File: config.mk
export PLATFORM = sky130hd
export DESIGN_NAME = des
export DESIGN_NICKNAME = d
export VERILOG_FILES = /design/src/rtl/des.sv
export SDC_FILE = /design/constraint.sdc
export NUM_CORES = 1
export LEC_CHECK = 0
export ABC_AREA = 1
export CORE_ASPECT_RATIO = 0.6
export CORE_MARGIN = 10
export CORE_UTILIZATION = 17
export CTS_CLUSTER_SIZE = 10
export DETAILED_ROUTE_END_ITERATION = 7
export GPL_TIMING_DRIVEN = 0
export PLACE_DENSITY = 0.76
export SYNTH_ARGS = -nofsm -noshare
export SYNTH_HDL_FRONTEND = slang
export SYNTH_SLANG_ARGS = --single-unit
export TNS_END_PERCENT = 30
File: constraint.sdc
create_clock -name i_clk -period 0.8 [get_ports i_clk]
set_input_delay 0.12 -clock i_clk [delete_from_list [all_inputs] [get_ports i_clk]]
set_output_delay 0.12 -clock i_clk [all_outputs]
set_load 0.02 [all_outputs]
File: src/rtl/des.sv
// Fully pipelined single-DES encryptor: one Feistel round per stage, every block
// travels with its own key schedule, so a new key/plaintext pair is accepted each cycle.
module des (
  input  logic        i_clk,
  input  logic        i_rst,
  input  logic [63:0] i_cleartext,
  input  logic [63:0] i_key,
  input  logic        i_dv,
  output logic [63:0] o_ciphertext,
  output logic        o_dv
);

  // Tables hold FIPS 46-3 bit numbers (1 = MSB of the source word).
  localparam int IP_T [0:63] = '{
    58, 50, 42, 34, 26, 18, 10, 2,  60, 52, 44, 36, 28, 20, 12, 4,
    62, 54, 46, 38, 30, 22, 14, 6,  64, 56, 48, 40, 32, 24, 16, 8,
    57, 49, 41, 33, 25, 17,  9, 1,  59, 51, 43, 35, 27, 19, 11, 3,
    61, 53, 45, 37, 29, 21, 13, 5,  63, 55, 47, 39, 31, 23, 15, 7};

  localparam int FP_T [0:63] = '{
    40, 8, 48, 16, 56, 24, 64, 32,  39, 7, 47, 15, 55, 23, 63, 31,
    38, 6, 46, 14, 54, 22, 62, 30,  37, 5, 45, 13, 53, 21, 61, 29,
    36, 4, 44, 12, 52, 20, 60, 28,  35, 3, 43, 11, 51, 19, 59, 27,
    34, 2, 42, 10, 50, 18, 58, 26,  33, 1, 41,  9, 49, 17, 57, 25};

  localparam int E_T [0:47] = '{
    32,  1,  2,  3,  4,  5,   4,  5,  6,  7,  8,  9,
     8,  9, 10, 11, 12, 13,  12, 13, 14, 15, 16, 17,
    16, 17, 18, 19, 20, 21,  20, 21, 22, 23, 24, 25,
    24, 25, 26, 27, 28, 29,  28, 29, 30, 31, 32,  1};

  localparam int P_T [0:31] = '{
    16,  7, 20, 21, 29, 12, 28, 17,   1, 15, 23, 26,  5, 18, 31, 10,
     2,  8, 24, 14, 32, 27,  3,  9,  19, 13, 30,  6, 22, 11,  4, 25};

  localparam int PC1_T [0:55] = '{
    57, 49, 41, 33, 25, 17,  9,   1, 58, 50, 42, 34, 26, 18,
    10,  2, 59, 51, 43, 35, 27,  19, 11,  3, 60, 52, 44, 36,
    63, 55, 47, 39, 31, 23, 15,   7, 62, 54, 46, 38, 30, 22,
    14,  6, 61, 53, 45, 37, 29,  21, 13,  5, 28, 20, 12,  4};

  localparam int PC2_T [0:47] = '{
    14, 17, 11, 24,  1,  5,   3, 28, 15,  6, 21, 10,
    23, 19, 12,  4, 26,  8,  16,  7, 27, 20, 13,  2,
    41, 52, 31, 37, 47, 55,  30, 40, 51, 45, 33, 48,
    44, 49, 39, 56, 34, 53,  46, 42, 50, 36, 29, 32};

  localparam int SHIFTS [0:15] = '{1, 1, 2, 2, 2, 2, 2, 2, 1, 2, 2, 2, 2, 2, 2, 1};

  // Each S-box is stored row-major: entry = row*16 + column.
  localparam int SBOX [0:7][0:63] = '{
    '{14, 4, 13, 1, 2, 15, 11, 8, 3, 10, 6, 12, 5, 9, 0, 7,
      0, 15, 7, 4, 14, 2, 13, 1, 10, 6, 12, 11, 9, 5, 3, 8,
      4, 1, 14, 8, 13, 6, 2, 11, 15, 12, 9, 7, 3, 10, 5, 0,
      15, 12, 8, 2, 4, 9, 1, 7, 5, 11, 3, 14, 10, 0, 6, 13},
    '{15, 1, 8, 14, 6, 11, 3, 4, 9, 7, 2, 13, 12, 0, 5, 10,
      3, 13, 4, 7, 15, 2, 8, 14, 12, 0, 1, 10, 6, 9, 11, 5,
      0, 14, 7, 11, 10, 4, 13, 1, 5, 8, 12, 6, 9, 3, 2, 15,
      13, 8, 10, 1, 3, 15, 4, 2, 11, 6, 7, 12, 0, 5, 14, 9},
    '{10, 0, 9, 14, 6, 3, 15, 5, 1, 13, 12, 7, 11, 4, 2, 8,
      13, 7, 0, 9, 3, 4, 6, 10, 2, 8, 5, 14, 12, 11, 15, 1,
      13, 6, 4, 9, 8, 15, 3, 0, 11, 1, 2, 12, 5, 10, 14, 7,
      1, 10, 13, 0, 6, 9, 8, 7, 4, 15, 14, 3, 11, 5, 2, 12},
    '{7, 13, 14, 3, 0, 6, 9, 10, 1, 2, 8, 5, 11, 12, 4, 15,
      13, 8, 11, 5, 6, 15, 0, 3, 4, 7, 2, 12, 1, 10, 14, 9,
      10, 6, 9, 0, 12, 11, 7, 13, 15, 1, 3, 14, 5, 2, 8, 4,
      3, 15, 0, 6, 10, 1, 13, 8, 9, 4, 5, 11, 12, 7, 2, 14},
    '{2, 12, 4, 1, 7, 10, 11, 6, 8, 5, 3, 15, 13, 0, 14, 9,
      14, 11, 2, 12, 4, 7, 13, 1, 5, 0, 15, 10, 3, 9, 8, 6,
      4, 2, 1, 11, 10, 13, 7, 8, 15, 9, 12, 5, 6, 3, 0, 14,
      11, 8, 12, 7, 1, 14, 2, 13, 6, 15, 0, 9, 10, 4, 5, 3},
    '{12, 1, 10, 15, 9, 2, 6, 8, 0, 13, 3, 4, 14, 7, 5, 11,
      10, 15, 4, 2, 7, 12, 9, 5, 6, 1, 13, 14, 0, 11, 3, 8,
      9, 14, 15, 5, 2, 8, 12, 3, 7, 0, 4, 10, 1, 13, 11, 6,
      4, 3, 2, 12, 9, 5, 15, 10, 11, 14, 1, 7, 6, 0, 8, 13},
    '{4, 11, 2, 14, 15, 0, 8, 13, 3, 12, 9, 7, 5, 10, 6, 1,
      13, 0, 11, 7, 4, 9, 1, 10, 14, 3, 5, 12, 2, 15, 8, 6,
      1, 4, 11, 13, 12, 3, 7, 14, 10, 15, 6, 8, 0, 5, 9, 2,
      6, 11, 13, 8, 1, 4, 10, 7, 9, 5, 0, 15, 14, 2, 3, 12},
    '{13, 2, 8, 4, 6, 15, 11, 1, 10, 9, 3, 14, 5, 0, 12, 7,
      1, 15, 13, 8, 10, 3, 7, 4, 12, 5, 6, 11, 0, 14, 9, 2,
      7, 11, 4, 1, 9, 12, 14, 2, 0, 6, 10, 13, 15, 3, 5, 8,
      2, 1, 14, 7, 4, 10, 8, 13, 15, 12, 9, 0, 3, 5, 6, 11}};

  function automatic logic [63:0] perm_ip(input logic [63:0] x);
    logic [63:0] o;
    o = '0;
    for (int i = 0; i < 64; i++) o[6'(63 - i)] = x[6'(64 - IP_T[6'(i)])];
    return o;
  endfunction

  function automatic logic [63:0] perm_fp(input logic [63:0] x);
    logic [63:0] o;
    o = '0;
    for (int i = 0; i < 64; i++) o[6'(63 - i)] = x[6'(64 - FP_T[6'(i)])];
    return o;
  endfunction

  // Parity bits (FIPS 8,16,...,64) never appear in PC-1, so they drop out here.
  function automatic logic [55:0] perm_pc1(input logic [63:0] x);
    logic [55:0] o;
    o = '0;
    for (int i = 0; i < 56; i++) o[6'(55 - i)] = x[6'(64 - PC1_T[6'(i)])];
    return o;
  endfunction

  function automatic logic [47:0] perm_pc2(input logic [55:0] x);
    logic [47:0] o;
    o = '0;
    for (int i = 0; i < 48; i++) o[6'(47 - i)] = x[6'(56 - PC2_T[6'(i)])];
    return o;
  endfunction

  function automatic logic [47:0] perm_e(input logic [31:0] x);
    logic [47:0] o;
    o = '0;
    for (int i = 0; i < 48; i++) o[6'(47 - i)] = x[5'(32 - E_T[6'(i)])];
    return o;
  endfunction

  function automatic logic [31:0] perm_p(input logic [31:0] x);
    logic [31:0] o;
    o = '0;
    for (int i = 0; i < 32; i++) o[5'(31 - i)] = x[5'(32 - P_T[5'(i)])];
    return o;
  endfunction

  function automatic logic [27:0] rol28(input logic [27:0] x, input int n);
    return (n == 2) ? {x[25:0], x[27:26]} : {x[26:0], x[27]};
  endfunction

  // Row comes from the outer bits {b1,b6}, column from b2..b5.
  function automatic logic [31:0] feistel(input logic [31:0] r, input logic [47:0] k);
    logic [47:0] x;
    logic [31:0] s_out;
    logic [5:0]  six;
    x     = perm_e(r) ^ k;
    s_out = '0;
    for (int s = 0; s < 8; s++) begin
      six = x[6'(47 - 6 * s) -: 6];
      s_out[5'(31 - 4 * s) -: 4] = 4'(SBOX[3'(s)][{six[5], six[0], six[4:1]}]);
    end
    return perm_p(s_out);
  endfunction

  logic [31:0] l_p [0:15];
  logic [31:0] r_p [0:15];
  logic [27:0] c_p [0:15];
  logic [27:0] d_p [0:15];
  logic [15:0] vld_p;

  logic [31:0] l_nx [1:16];
  logic [31:0] r_nx [1:16];
  logic [27:0] c_nx [1:16];
  logic [27:0] d_nx [1:16];

  // Round k logic sits between stage k-1 and stage k; round 16 feeds the output register.
  always_comb begin
    for (int k = 1; k <= 16; k++) begin
      c_nx[5'(k)] = rol28(c_p[4'(k - 1)], SHIFTS[4'(k - 1)]);
      d_nx[5'(k)] = rol28(d_p[4'(k - 1)], SHIFTS[4'(k - 1)]);
      l_nx[5'(k)] = r_p[4'(k - 1)];
      r_nx[5'(k)] = l_p[4'(k - 1)] ^
                    feistel(r_p[4'(k - 1)], perm_pc2({c_nx[5'(k)], d_nx[5'(k)]}));
    end
  end

  // Stage 0 holds IP/PC-1 of the input; stages 1..15 hold the state after that round.
  always_ff @(posedge i_clk) begin
    {l_p[0], r_p[0]} <= perm_ip(i_cleartext);
    {c_p[0], d_p[0]} <= perm_pc1(i_key);
    for (int k = 1; k < 16; k++) begin
      l_p[4'(k)] <= l_nx[5'(k)];
      r_p[4'(k)] <= r_nx[5'(k)];
      c_p[4'(k)] <= c_nx[5'(k)];
      d_p[4'(k)] <= d_nx[5'(k)];
    end
  end

  // Output stage: round 16, final swap and IP^-1; ciphertext holds between valid blocks.
  always_ff @(posedge i_clk) begin
    if (i_rst) begin
      vld_p        <= '0;
      o_dv         <= 1'b0;
      o_ciphertext <= '0;
    end else begin
      vld_p <= {vld_p[14:0], i_dv};
      o_dv  <= vld_p[15];
      if (vld_p[15]) o_ciphertext <= perm_fp({r_nx[16], l_nx[16]});
    end
  end

endmodule

==> results of run 1 <==
[placed cells by master, fill, tap and decap left out, drive strengths merged]
master	instances
clkbuf	4
buf	67
dfxtp	17
inv	17
conb	64
nor2	17
clkdlybuf4s50	1
[registers in the layout (all words and copies together) (netlist names)]
name / cells
o_dv: 1
vld_p: 16
[repair_timing]
action / 4_1_cts / 5_1_grt
pin swaps: 0 / 0
gates resized for setup: 7 / 0
endpoints found under the setup margin: 1 / 1
[per-layer routing]
metal | track usage [%] | wire length [µm] | vias to the layer above
met5 | 0 | 0 | -
met4 | 2.95 | 36 | 0
met3 | 0.989 | 151 | 2
met2 | 7.61 | 1190 | 26
met1 | 3.01 | 579 | 242
li1 | - | - | 343
[stage by stage]
step                      utilization (%)  setup WS [ps]
final                                24.8           2.78
after global routing                 24.8          -21.0
after CTS                            24.8          -10.9
after detailed placement             24.0           -243
after global placement               24.0           -226
after floorplan                         -            285
[final cells by class]
class,count,area share [%]
repair buffers,2,1.54
multi-input cells,81,22.0
flip-flops and latches,17,24.7
plain buffers,66,36.7
well taps,80,7.24
clock buffers,4,3.26
inverters,17,4.62
[worst min path at each step]
| stage | slack, ps | start | depth (start not counted) | end |
|---|---|---|---|---|
| after floorplan | 230 | i_dv | 2 | vld_p[0]$_SDFF_PP0_ |
| after global placement | 320 | i_rst | 2 | vld_p[1]$_SDFF_PP0_ |
| after detailed placement | 320 | i_rst | 2 | vld_p[1]$_SDFF_PP0_ |
| after CTS | 60 | i_rst | 2 | vld_p[1]$_SDFF_PP0_ |
| after global routing | 60 | i_rst | 2 | vld_p[2]$_SDFF_PP0_ |
| final | 70 | i_rst | 2 | o_dv$_SDFF_PP0_ |
[power by group through the flow]
stage	sequential, mW	combinational, mW	clock (mW)
final	0.857	0.569	0.587
after CTS	0.857	0.538	0.619
after global routing	0.856	0.609	0.664
after floorplan	0.875	0.528	0
after global placement	0.875	0.537	0
after detailed placement	0.875	0.538	0
[kinds of logic (layout without fill, tap and decap cells)]
group,after synthesis,count (layout),synth area share (%)
other cells,1,64,0.383
flops,17,17,34.8
simple gates,17,17,6.52
buf+inv,83,89,58.3
==> impl_metrics.csv, run 1 <==
group,metric,value,unit
critical_path,rrSetupSlack,300,ps
outcome,outcome,"complete, no violations",
pwr,p_per_area,1460,nW/µm²
routing,vias_per_cell,2.30,
timing,drv_slew,0,
job,maxCapViolations,0,
pwr,sequentialPowerShare,42.6,%
routing,dr.pass1.iters,4,
pwr,power,2.01,mW
routing,drtIter0Drc,2,
layout,drive_gt1_share,38.0,%
critical_path,critPathKind,"flip-flop to output pin",
timing,fin_skew,1.84,ps
clocking,cts_max_path_buffers,2,
critical_path,worst_ep_arrival_time,680,ps
timing,finalSetupTns,0,ps
critical_path,crit_slowest_cell,"dfxtp_2",
timing,fin_crit_sh,99.7,%
routing,avgRoutedWirePerCell,7.31,µm
timing,finalSetupViolations,0,
clocking,cts.sinks,17,
pwr,p_int,1.43,mW
synthesis,synth_flop_cell,"dfxtp_1",
pwr,peakVddDrop,0.300,mV
synthesis,yosys_warnings,0,
die,die_area,9290,µm²
critical_path,crit_path_max_fanout,1,
critical_path,path_cells,"buf_6",
layout,multi_input_area,304,µm²
synthesis,synth.most_common_cell,"buf_4",
layout,diodes,0,
critical_path,cp-end-kind,"output pin",
placed_design,placed_cells,263,
placed_design,port_buffers,2,
routing,vias,613,
placed_design,placed_area,1340,µm²
synthesis,ys_seq_elements,17,
die,die_x,118,µm
synthesis,yosys.area.top_type,"buf_4",
placed_design,gp_congestion,0.647,
critical_path,crit_start,"o_dv$_SDFF_PP0_",
critical_path,cp_num_buf_inv,1,
die,core,5570,µm²
layout,area.sequential,342,µm²
clocking,cts_tree,"yes",
critical_path,reg2reg_from,"vld_p[9]$_SDFF_PP0_",
timing,fmax,1250,MHz
routing,drcViolationCount,0,
clocking,clock-root-buffer,"clkbuf_8",
pwr,combPwrFrac,28.3,%
timing,min_period,797,ps
synthesis,synth_area_leaders,"buf_4, dfxtp_1, inv_1, nor2_1, buf_8",
critical_path,worstPathRequired,680,ps
critical_path,endpoint,"o_dv",
synthesis,synthArstFlopShare,0,%
clocking,holdBufCountCts,0,
min_path,hp-class,"input port to flip-flop",
grt,grtUsageTotal,3.72,%
synthesis,syn_area,978,µm²
grt,grt_pass1_vias,579,
synthesis,syn_inst,118,
pwr,p_sw_share,28.8,%
synthesis,ys_top_cells_by_count,"buf_4, dfxtp_1, inv_1, nor2_1",
layout,syn_to_final_growth,41.3,%
synthesis,ys_seq_area_share,34.8,%
die,row_count,21,
critical_path,critical-path-max-stage-delay,320,ps
critical_path,rr_worst_depth,2,
pwr,p_sw,0.579,mW
synthesis,synth_edf_count,0,
placed_design,dp_hpwl,1840,µm
routing,ant_nets,0,
critical_path,path_depth,1,
layout,stdcell_area,1380,µm²
grt,gr-total-overflow,0,
clocking,clk_latency,240,ps
synthesis,synth_cell_types,7,
clocking,post_cts_buffers,0,
critical_path,path_delay_family,"flip-flops",
die,die_h,78.8,µm
timing,hold_viol,0,
layout,nets,319,
synthesis,post_synth.cell_area_avg,8.29,µm²
pwr,p_leak,0.793,nW
timing,whs,70.9,ps
clocking,h-tree-depth,1,
routing,wirelength,1950,µm
grt,grt_max_degree,11,
layout,fillCellCount,621,
critical_path,cp-start-kind,"flip-flop",
layout,stdcell_count,267,
die,start_util,17.6,%
grt,antenna_found_initial,0,
pwr,pwr-share-clk,29.2,%
critical_path,r2r-end,"vld_p[10]$_SDFF_PP0_",
die,pin_count,196,
grt,grt_pass1_wl,2810,µm
clocking,cts_buffers,3,
clocking,cts.clk_slew.worst_paths,60,ps
synthesis,yosysTopAreaCellShare,49.1,%
timing,rsz0062_at_grt,"yes",
Note: power is estimated with default switching activity, not from simulation.
==> run 2, diff against run 1 <==
--- a/config.mk
+++ b/config.mk
@@ -13,6 +13,7 @@
 export DETAILED_ROUTE_END_ITERATION = 7
 export GPL_TIMING_DRIVEN = 0
 export PLACE_DENSITY = 0.76
+export SLEW_MARGIN = 10
 export SYNTH_ARGS = -nofsm -noshare
 export SYNTH_HDL_FRONTEND = slang
 export SYNTH_SLANG_ARGS = --single-unit
==> results of run 2 <==
Same layout as run 1: the final DEF is identical, and so are final timing and power.
==> run 3, diff against run 2 <==
--- a/config.mk
+++ b/config.mk
@@ -12,7 +12,7 @@
 export CTS_CLUSTER_SIZE = 10
 export DETAILED_ROUTE_END_ITERATION = 7
 export GPL_TIMING_DRIVEN = 0
-export PLACE_DENSITY = 0.76
+export PLACE_DENSITY_LB_ADDON = 0.15
 export SLEW_MARGIN = 10
 export SYNTH_ARGS = -nofsm -noshare
 export SYNTH_HDL_FRONTEND = slang
==> run 3 against run 2 <==
  * Highest routed layer is now met3
  * Setup slack worse by 9.6 ps
  * Core utilization unchanged
  * Sequential share of layout area did not move
  * Combinational power about the same
  * Flip-flop and latch count is the same
  * Critical endpoint unchanged
  * The flow now finishes with violations (negative setup slack)
  * Register-to-register slack about the same
  * Largest power group unchanged
  * Final cell count unchanged
  * Non-clock buffer count stayed put
==> impl_metrics.csv, run 3 (synthesis gave the netlist of run 1 again) <==
group,metric,value,unit
outcome,outcome,"finished, violations left",
outcome,failed_checks,"negative setup slack",
placed_design,port_buffers,2,
critical_path,r2r-end,"vld_p[6]$_SDFF_PP0_",
clocking,holdBufCountCts,0,
critical_path,cp-end-kind,"output pin",
grt,antenna_found_initial,0,
clocking,clock-root-buffer,"clkbuf_8",
placed_design,placed_cells,263,
layout,diodes,0,
critical_path,worstPathRequired,680,ps
critical_path,reg2reg_from,"vld_p[5]$_SDFF_PP0_",
routing,dr.pass1.iters,2,
routing,wirelength,1800,µm
timing,fmax,1240,MHz
timing,hold_viol,0,
timing,drv_slew,0,
placed_design,dp_hpwl,1620,µm
pwr,pwr-share-clk,30.4,%
grt,grt_pass1_wl,2680,µm
layout,stdcell_count,267,
min_path,hp-class,"input port to flip-flop",
die,die_area,9290,µm²
timing,finalSetupViolations,1,
die,pin_count,196,
placed_design,gp_congestion,0.612,
critical_path,critical-path-max-stage-delay,320,ps
routing,vias_per_cell,2.17,
die,die_h,78.8,µm
grt,gr-total-overflow,0,
clocking,h-tree-depth,1,
timing,min_period,807,ps
pwr,combPwrFrac,27.7,%
critical_path,rr_worst_depth,2,
pwr,p_per_area,1480,nW/µm²
critical_path,cp-start-kind,"flip-flop",
critical_path,worst_ep_arrival_time,690,ps
layout,layout_common_cells,"buf_4, conb_1, inv_1, nor2_1, dfxtp_1",
timing,rsz0062_at_grt,"yes",
die,row_count,21,
layout,drive_gt1_share,38.0,%
routing,ant_nets,0,
routing,drtIter0Drc,1,
clocking,clk_latency,250,ps
pwr,p_sw_share,29.8,%
die,die_x,118,µm
critical_path,path_delay_family,"flip-flops",
critical_path,path_cells,"buf_6",
critical_path,rrSetupSlack,300,ps
layout,largest_register_ffs,16,
grt,grt_pass1_vias,503,
layout,fillCellCount,616,
min_path,hold_start,"i_rst",
clocking,cts_tree,"yes",
critical_path,critPathKind,"flip-flop to output pin",
die,start_util,17.6,%
timing,whs,67.6,ps
routing,vias,579,
job,maxCapViolations,0,
min_path,holdPathEnd,"o_dv$_SDFF_PP0_",
layout,syn_to_final_growth,41.3,%
die,core,5570,µm²
critical_path,crit_slowest_cell,"dfxtp_2",
timing,fin_skew,4.75,ps
clocking,cts_max_path_buffers,2,
critical_path,cp_num_buf_inv,1,
pwr,p_leak,0.793,nW
grt,grt_max_degree,11,
pwr,p_sw,0.608,mW
routing,drcViolationCount,0,
timing,fin_crit_sh,101,%
clocking,cts.sinks,17,
pwr,sequentialPowerShare,41.9,%
layout,nets,319,
layout,reg.largest.list,"vld_p (16), o_dv (1)",
pwr,peakVddDrop,0.713,mV
layout,top_register,"vld_p",
grt,grtUsageTotal,3.58,%
pwr,p_int,1.43,mW
routing,avgRoutedWirePerCell,6.75,µm
timing,fin_ws,-6.81,ps
clocking,cts.clk_slew.worst_paths,60,ps
clocking,cts_buffers,3,
critical_path,crit_path_max_fanout,1,
min_path,hold_depth,2,
## run 3: cell counts in the layout (fill, tap and decap cells not counted)
Identical to the previous run, type by type.
## run 3: final cells by class
class	instances	area (µm²)	share of cell area (%)
sequential	17	342	24.7
buffer	66	507	36.7
inverter	17	63.8	4.62
tap	80	100	7.24
multi-input combinational	81	304	22.0
timing repair buffer	2	21.3	1.54
clock buffer	4	45.0	3.26
## run 3: metal layers
metal | up-vias | GRT usage, % | share of wire (%)
met5 | - | 0 | 0
met4 | 0 | 0 | 0
met3 | 0 | 3.18 | 13
met2 | 37 | 4.98 | 42
met1 | 197 | 4.27 | 45
li1 | 345 | - | -
## run 3: timing repair
item	CTS	global route
gates resized for setup	7	0
buffers inserted	0	0
endpoints found under the setup margin	1	1
## run 3: worst max-delay path by stage
stage / startpoint / cells after the start / end
after detailed placement: o_dv$_SDFF_PP0_ / 1 / o_dv
after global routing: o_dv$_SDFF_PP0_ / 1 / o_dv
after CTS: o_dv$_SDFF_PP0_ / 1 / o_dv
final: o_dv$_SDFF_PP0_ / 1 / o_dv
after floorplan: o_dv$_SDFF_PP0_ / 0 / o_dv
after global placement: o_dv$_SDFF_PP0_ / 1 / o_dv
## run 3: per-stage QoR
step / setup slack, ps / TNS, ps / power [mW] / cell area [µm²] / util (%)
6_report: -6.81 / -6.81 / 2.04 / 1380 / 24.8
5_1_grt: -38.4 / -38.4 / 2.18 / 1380 / 24.8
4_1_cts: -18.2 / -18.2 / 2.05 / 1380 / 24.8
3_5_place_dp: -229 / -229 / 1.41 / 1340 / 24.0
3_3_place_gp: -222 / -222 / 1.42 / 1340 / 24.0
2_1_floorplan: 285 / 0 / 1.40 / 1210 / -
## run 3: power groups by stage
stage                     Sequential [mW]  Combinational, mW  Clock (mW)
after floorplan                     0.875              0.528           0
after global placement              0.875              0.540           0
after detailed placement            0.875              0.539           0
after CTS                           0.856              0.540       0.651
after global routing                0.856              0.611       0.711
final                               0.856              0.566       0.621
